### src/rtl/rr_decode_arbiter.sv
// Round-robin arbiter for 8 requesters with a hold limit that forces rotation.
// The winner is kept as a 3-bit id and decoded to a registered one-hot grant.
module rr_decode_arbiter #(
   parameter int unsigned MAX_HOLD = 16
) (
   input  logic       clk,
   input  logic       rst,
   input  logic [7:0] req,
   output logic [7:0] grant,
   output logic [2:0] grant_id,
   output logic       grant_valid,
   output logic       forced
);

   localparam int unsigned N   = 8;
   localparam int unsigned IDW = 3;
   localparam int unsigned HW  = $clog2(MAX_HOLD) + 1;
   localparam logic [HW-1:0] HOLD_LAST = HW'(MAX_HOLD - 1);

   typedef enum logic {IDLE, GRANT} state_t;

   state_t           state_q, state_d;
   logic [IDW-1:0]   ptr_q, ptr_d;
   logic [HW-1:0]    hold_q, hold_d;
   logic [IDW-1:0]   id_d;
   logic [7:0]       grant_d;
   logic             valid_d;
   logic             forced_d;

   logic [7:0]       cand;
   logic [IDW-1:0]   win;
   logic             found;

   // Rotating search from ptr; the current owner never competes for a handoff.
   always_comb begin
      cand  = req;
      win   = '0;
      found = 1'b0;
      if (state_q == GRANT) begin
         cand[grant_id] = 1'b0;
      end
      for (int unsigned i = 0; i < N; i++) begin
         if (!found && cand[ptr_q + IDW'(i)]) begin
            win   = ptr_q + IDW'(i);
            found = 1'b1;
         end
      end
   end

   always_comb begin
      state_d  = state_q;
      ptr_d    = ptr_q;
      hold_d   = hold_q;
      id_d     = grant_id;
      forced_d = 1'b0;
      case (state_q)
         IDLE: begin
            if (found) begin
               state_d = GRANT;
               id_d    = win;
               ptr_d   = win + IDW'(1);
               hold_d  = '0;
            end
         end
         GRANT: begin
            if (req[grant_id]) begin
               if (hold_q < HOLD_LAST) begin
                  hold_d = hold_q + HW'(1);
               end else if (found) begin
                  id_d     = win;
                  ptr_d    = win + IDW'(1);
                  hold_d   = '0;
                  forced_d = 1'b1;
               end
            end else if (found) begin
               id_d   = win;
               ptr_d  = win + IDW'(1);
               hold_d = '0;
            end else begin
               state_d = IDLE;
               hold_d  = '0;
            end
         end
         default: state_d = IDLE;
      endcase
      valid_d = (state_d == GRANT);
      grant_d = valid_d ? (8'(1) << id_d) : 8'h00;
   end

   always_ff @(posedge clk) begin
      if (rst) begin
         state_q     <= IDLE;
         ptr_q       <= '0;
         hold_q      <= '0;
         grant       <= '0;
         grant_id    <= '0;
         grant_valid <= 1'b0;
         forced      <= 1'b0;
      end else begin
         state_q     <= state_d;
         ptr_q       <= ptr_d;
         hold_q      <= hold_d;
         grant       <= grant_d;
         grant_id    <= id_d;
         grant_valid <= valid_d;
         forced      <= forced_d;
      end
   end

endmodule
### config.mk
export PLATFORM = sky130hd
export DESIGN_NAME = rr_decode_arbiter
export DESIGN_NICKNAME = d
export VERILOG_FILES = /design/src/rtl/rr_decode_arbiter.sv
export SDC_FILE = /design/constraint.sdc
export NUM_CORES = 1
export LEC_CHECK = 0
export BUFFER_PORTS_ARGS = -buffer_cell sky130_fd_sc_hd__buf_2
export CAP_MARGIN = 10
export CORE_MARGIN = 2
export CORE_UTILIZATION = 55
export CTS_BUF_LIST = sky130_fd_sc_hd__clkbuf_4 sky130_fd_sc_hd__clkbuf_8 sky130_fd_sc_hd__clkbuf_16
export DETAILED_ROUTE_END_ITERATION = 6
export PLACE_DENSITY = 0.85
export SYNTH_ARGS = -nofsm -noshare
export SYNTH_HDL_FRONTEND = slang
export SYNTH_SLANG_ARGS = --single-unit
### constraint.sdc
create_clock -name clk -period 4.2 [get_ports clk]
set_input_delay 0.63 -clock clk [delete_from_list [all_inputs] [get_ports clk]]
set_output_delay 0.63 -clock clk [all_outputs]
set_load 0.01 [all_outputs]
==> results_dict.tcl, run 1 <==
set metrics [dict create \
    run_status "finished, final reports clean" \
    synthToLayoutAreaGrowth_pct 6.39 \
    async_flop_share_pct 0 \
    maxSlewHeadroom_pct 46.1 \
    cts_tree "done" \
    vias_per_cell 6.84 \
    gp_congestion 0.948 \
    synth_nets 283 \
    nNetsFinal 295 \
    die_area_um2 4580 \
    grt_max_degree 27 \
    clock_power_share_pct 7.0 \
    postCtsResizedCells 0 \
    endpoint_kind "register" \
    grtUsageTotal_pct 28.1 \
    cts_root_buffer "clkbuf_8" \
    cts_max_level 1 \
    finalClockSkew_ns 0.00229 \
    synth_edf_count 0 \
    wl_per_cell_um 17.7 \
    post-synth-top-count-cell "nand2_1" \
    grt_overflow_total 0 \
    postRouteAntennaNets 0 \
    ys_seq_area_share_pct 18.8 \
    min_period_over_period_pct 89.8 \
    yosysTopAreaCell "dfxtp_1" \
    die_h_um 67.7 \
    crit_type "reg2reg" \
    die_x_um 67.7 \
    power_frac_seq_pct 15.6 \
    clock-sinks 21 \
    holdBufCountCts 0 \
    total_power_w 0.00199 \
    cts_made_buffers 3 \
    start_util_pct 56.6 \
    maxCapViolations 0 \
    io_buffers 22 \
    synth-seq-cells 21 \
    cp_max_fo 26 \
    yosysUniqueCellTypes 63 \
    clk_latency_ns 0.26 \
    grt_pass1_wl_um 9740 \
    dp_hpwl_um 4370 \
    p_leak_nw 0.890 \
    fin_crit_ns 3.77 \
    vias 2258 \
    ys.flop_type "dfxtp_1" \
    hold_viol 0 \
    switching_share_pct 50.7 \
    fin_tns_setup_ns 0 \
    cts.clk_slew.worst_paths_ns 0.07 \
    arrival_ns 3.95 \
    fp.coreArea_um2 3940 \
    cts_buffer_depth 2 \
    cp.required_ns 4.38 \
    worst-slew-pin-transition_ns 0.807 \
    ys.warnings.count 0 \
    num-fill-cells 313 \
    grt_pass1_vias 2002 \
    drc 0 \
    switching_power_w 0.00101 \
    synth_cells 269 \
    num_io_pins 23 \
    setup-violations-final 0 \
    fp-row-count 23 \
    first_pass_iters 5 \
    netlist_top_cells_count "36 x nand2_1, 21 x dfxtp_1, 18 x nor2_1" \
    wl_um 5840 \
    synthTopCellsByArea "dfxtp_1 19%, mux4_2 10%, nand2_1 6.1%, nor2b_1 4.5%, a32oi_1 3.5%" \
    avgSynthCellArea_um2 8.29 \
    yosysTopAreaCellShare_pct 18.8 \
    drive_gt1_share_pct 18.6 \
    start_kind "register" \
    p_per_area_nw_per_um2 838 \
    peakVddDrop_mv 0.476 \
    synth_area_um2 2230 \
    grt_antenna_before_repair 0 \
    rsz0062_at_grt "no" \
    first_iter_violations 253 \
    post_cts_buffers 0 \
    diodes 0 \
    maxSlewViolCount 0 \
    power_frac_comb_pct 77.5 \
    max_freq_mhz 265 \
    p_int_w 0.000980 \
    hp-class "reg2reg" \
]
==> cells in the final DEF (no fill, tap or decap), drive strengths merged, types with 6 or more instances in the layout <==
cell type / synthesis / final
nand2: 36 / 36
buf: 11 / 25
dfxtp: 21 / 21
nor2: 18 / 18
nor2b: 16 / 16
a21oi: 14 / 14
mux4: 10 / 10
a32oi: 9 / 9
nand2b: 8 / 8
nor3b: 8 / 8
a32o: 7 / 7
o21ai: 7 / 7
mux2i: 6 / 6
==> power groups by stage <==
stage	clock, W	sequential, W	combinational (W)
after global routing	0.000149	0.000318	0.00170
after floorplan	0	0.000292	0.00123
after global placement	0	0.000310	0.00148
after CTS	0.000142	0.000308	0.00151
final	0.000138	0.000309	0.00154
after detailed placement	0	0.000311	0.00150
==> metrics by stage <==
step | util, % | hold WS (ns) | setup slack (ns) | cells | cell area [um^2]
2_1_floorplan | - | 0.481 | 0.662 | 269 | 2230
5_1_grt | 60.2 | 0.568 | 0.0817 | 330 | 2370
3_5_place_dp | 59.0 | 0.520 | 0.526 | 326 | 2320
3_3_place_gp | 59.0 | 0.502 | 0.576 | 326 | 2320
6_report | 60.2 | 0.531 | 0.429 | 330 | 2370
4_1_cts | 60.2 | 0.530 | 0.510 | 330 | 2370
==> logic make-up after synthesis <==
family	synth area share [%]
xor+xnor	2.36
simple gates	29.9
fa+ha+maj	2.24
compound gates	27.4
buf+inv	5.38
mux	13.8
flops	18.8
==> sequential cells by signal, indices dropped and copies added, names as in the netlist <==
register  flops
grant         8
hold_q        5
grant_id      3
ptr_q         3
forced        1
state_q       1
==> worst max-delay path: stages (launching register included) <==
cell and delay (ns):
dfxtp_1 0.35, inv_2 0.10, ha_1 0.75, nor2b_1 0.15, a32o_1 0.29, a22oi_1 0.29
nand4_1 0.23, a21oi_1 0.50, nand2_1 0.20, nor3b_1 0.22, a21oi_1 0.06, ha_1 0.19
xor2_1 0.16, o31ai_1 0.19
==> cell type report <==
cell class	instances	area [um^2]	share of cell area [%]
clock buffers	4	48.8	2.06
inverters	5	18.8	0.791
multi-input cells	225	1690	71.2
flip-flops and latches	21	420	17.7
well taps	50	62.6	2.64
repair buffers	25	133	5.59
==> metal layers <==
metal | global-route usage (%) | share of wire [%] | vias to the layer above
met1 | 40.0 | 43 | 1051
met2 | 41.3 | 45 | 125
met3 | 4.50 | 9.3 | 14
li1 | - | - | 1068
met4 | 12.8 | 2.7 | 0
met5 | 0 | 0 | -
==> final timing paths <==
check        startpoint   endpoint  cells after the start  slack, ns
max            ptr_q[1]   ptr_q[2]                     13       0.43
min           hold_q[0]  hold_q[0]                      2       0.53
max reg2reg    ptr_q[1]   ptr_q[2]                     13       0.43
min reg2reg   hold_q[0]  hold_q[0]                      2       0.53
(Power assumes the default switching activity.)
==> inputs of run 2 (changes only) <==
--- a/config.mk
+++ b/config.mk
@@ -11,7 +11,7 @@
 export CORE_UTILIZATION = 55
 export CTS_BUF_LIST = sky130_fd_sc_hd__clkbuf_4 sky130_fd_sc_hd__clkbuf_8 sky130_fd_sc_hd__clkbuf_16
 export DETAILED_ROUTE_END_ITERATION = 6
-export PLACE_DENSITY = 0.85
+export PLACE_DENSITY = 0.72
 export SYNTH_ARGS = -nofsm -noshare
 export SYNTH_HDL_FRONTEND = slang
 export SYNTH_SLANG_ARGS = --single-unit
==> run 2 against run 1 <==
  * Largest power group unchanged
  * Die area is the same
  * Combinational power hardly changed
  * Clock power barely moved
  * Register-to-register slack improved by 0.03 ns
  * Non-clock buffer count up 1
  * Worst setup slack better by 0.034 ns
  * Sequential power hardly changed
  * Via count fell by 2.0%
  * Cell count rose by 0.30%
  * Largest cell class unchanged
  * Count of clock-buffer cells in the layout unchanged
  * Sequential share of layout area fell by 0.056 points
  * First-iteration DRC count down 25%
==> results_dict.tcl, run 2 (synthesis results as in run 1) <==
set metrics [dict create \
    placed_cell_area_um2 2330 \
    postCtsResizedCells 0 \
    die_area_um2 4580 \
    num-fill-cells 360 \
    cts_tree "done" \
    cts_made_buffers 3 \
    largestRegisters "grant (8), hold_q (5)" \
    nNetsFinal 296 \
    p_per_area_nw_per_um2 836 \
    maxSlewViolCount 0 \
    cpMostUsedCell "a21oi_1" \
    fp-row-count 23 \
    post_cts_buffers 0 \
    p_leak_nw 0.895 \
    total_power_w 0.00199 \
    cts_max_level 1 \
    die_x_um 67.7 \
    hp-start "hold_q[0]" \
    grt_pass1_wl_um 9480 \
    fin_crit_ns 3.74 \
    grt_pass1_vias 1994 \
    top_register "grant" \
    die_h_um 67.7 \
    maxSlewHeadroom_pct 46.4 \
    io_buffers 22 \
    first_iter_violations 191 \
    grtUsageTotal_pct 27.4 \
    dp_slack_ns 0.541 \
    arrival_ns 3.89 \
    wl_per_cell_um 17.6 \
    finalClockSkew_ns 0.00150 \
    grt_max_degree 21 \
    gp_congestion 0.878 \
    start_kind "register" \
    drive_gt1_share_pct 18.9 \
    clk_latency_ns 0.26 \
    vias 2213 \
    holdBufCountCts 0 \
    cp_max_fo 20 \
    hold_viol 0 \
    diodes 0 \
    path_cells "inv_2 > ha_1 > buf_4 > nand2b_1 > o22ai_1 > mux4_2 > nor3_1 > a22oi_1 > a21oi_1 > a31oi_1 > a31o_2 > a21oi_1 > ha_1 > a21oi_1 > nor2_1" \
    wl_um 5840 \
    cts_root_buffer "clkbuf_8" \
    peakVddDrop_mv 0.484 \
    postRouteAntennaNets 0 \
    max_freq_mhz 268 \
    hp-class "reg2reg" \
    vias_per_cell 6.69 \
    startpoint "ptr_q[1]" \
    fin_area_um2 2380 \
    multi_input_area_um2 1690 \
    start_util_pct 56.6 \
    mostFrequentLayoutCell "nand2_1" \
    largest_register_ffs 8 \
    fin_tns_setup_ns 0 \
    dp_hpwl_um 4400 \
    layout_common_cells "36 x nand2_1, 22 x buf_2, 21 x dfxtp_1, 18 x nor2_1, 16 x nor2b_1" \
    num_io_pins 23 \
    crit_type "reg2reg" \
    drc 0 \
    first_pass_iters 5 \
    setup_slack_ns 0.463 \
    min_period_over_period_pct 89.0 \
    fp.coreArea_um2 3940 \
    slowest_stage "ha_1" \
    setup-violations-final 0 \
    seq_area_um2 420 \
    clock-sinks 21 \
    grt_overflow_total 0 \
    grt_antenna_before_repair 0 \
    cpPeakStageDelay_ns 0.64 \
    run_status "finished, final reports clean" \
    endpoint_kind "register" \
    maxCapViolations 0 \
    cp.required_ns 4.36 \
    timing.rr.start "ptr_q[1]" \
    synthToLayoutAreaGrowth_pct 6.73 \
    cts.clk_slew.worst_paths_ns 0.07 \
    cts_buffer_depth 2 \
    worst-slew-pin-transition_ns 0.803 \
    rsz0062_at_grt "no" \
]
## run 2: cell count changes in the layout (fill, tap and decap cells not counted), sizes merged
| cell | previous run | this run |
|---|---|---|
| buf | 25 | 26 |
## run 2: per-layer routing
metal / wire (um) / vias to the layer above / track usage, %
li1: - / 1066 / -
met1: 2770 / 1061 / 38.5
met2: 2660 / 73 / 44.4
met3: 289 / 13 / 2.17
met4: 120 / 0 / 8.67
met5: 0 / - / 0
## run 2: layout make-up
type | count | share of cell area (%)
Tap cell | 50 | 2.63
Sequential cell | 21 | 17.7
Inverter | 5 | 0.788
Timing Repair Buffer | 26 | 5.89
Multi-Input combinational cell | 225 | 71.0
Clock buffer | 4 | 2.05
## run 2: per-stage QoR
step / utilization [%] / hold WS [ns] / cells
floorplan: - / 0.481 / 269
global placement: 59.2 / 0.511 / 327
detailed placement: 59.2 / 0.509 / 327
CTS: 60.4 / 0.522 / 331
global route: 60.4 / 0.548 / 331
finish: 60.4 / 0.521 / 331
## run 2: where the power goes
part           internal (W)  switching [W]  leakage, nW
logic              0.000668       0.000876        0.697
clock network     0.0000742      0.0000650       0.0262
registers          0.000247      0.0000609        0.172
total              0.000989        0.00100        0.895
## run 2: path summary, 6_finish.rpt
path                to  slack [ns]  depth (start not counted)
min          hold_q[0]        0.52                          2
min reg2reg  hold_q[0]        0.52                          2
max           ptr_q[1]        0.46                         15
max reg2reg   ptr_q[1]        0.46                         15
## run 2: worst max-delay path: cells and delay by family (launching register included)
family / cells / cell delay [ns]
buffers and inverters: 2 / 0.33
adder cells (fa/ha/maj): 2 / 0.89
multiplexers: 1 / 0.55
AO/OA/AOI/OAI: 7 / 1.03
AND/OR/NAND/NOR: 3 / 0.48
flip-flops: 1 / 0.34
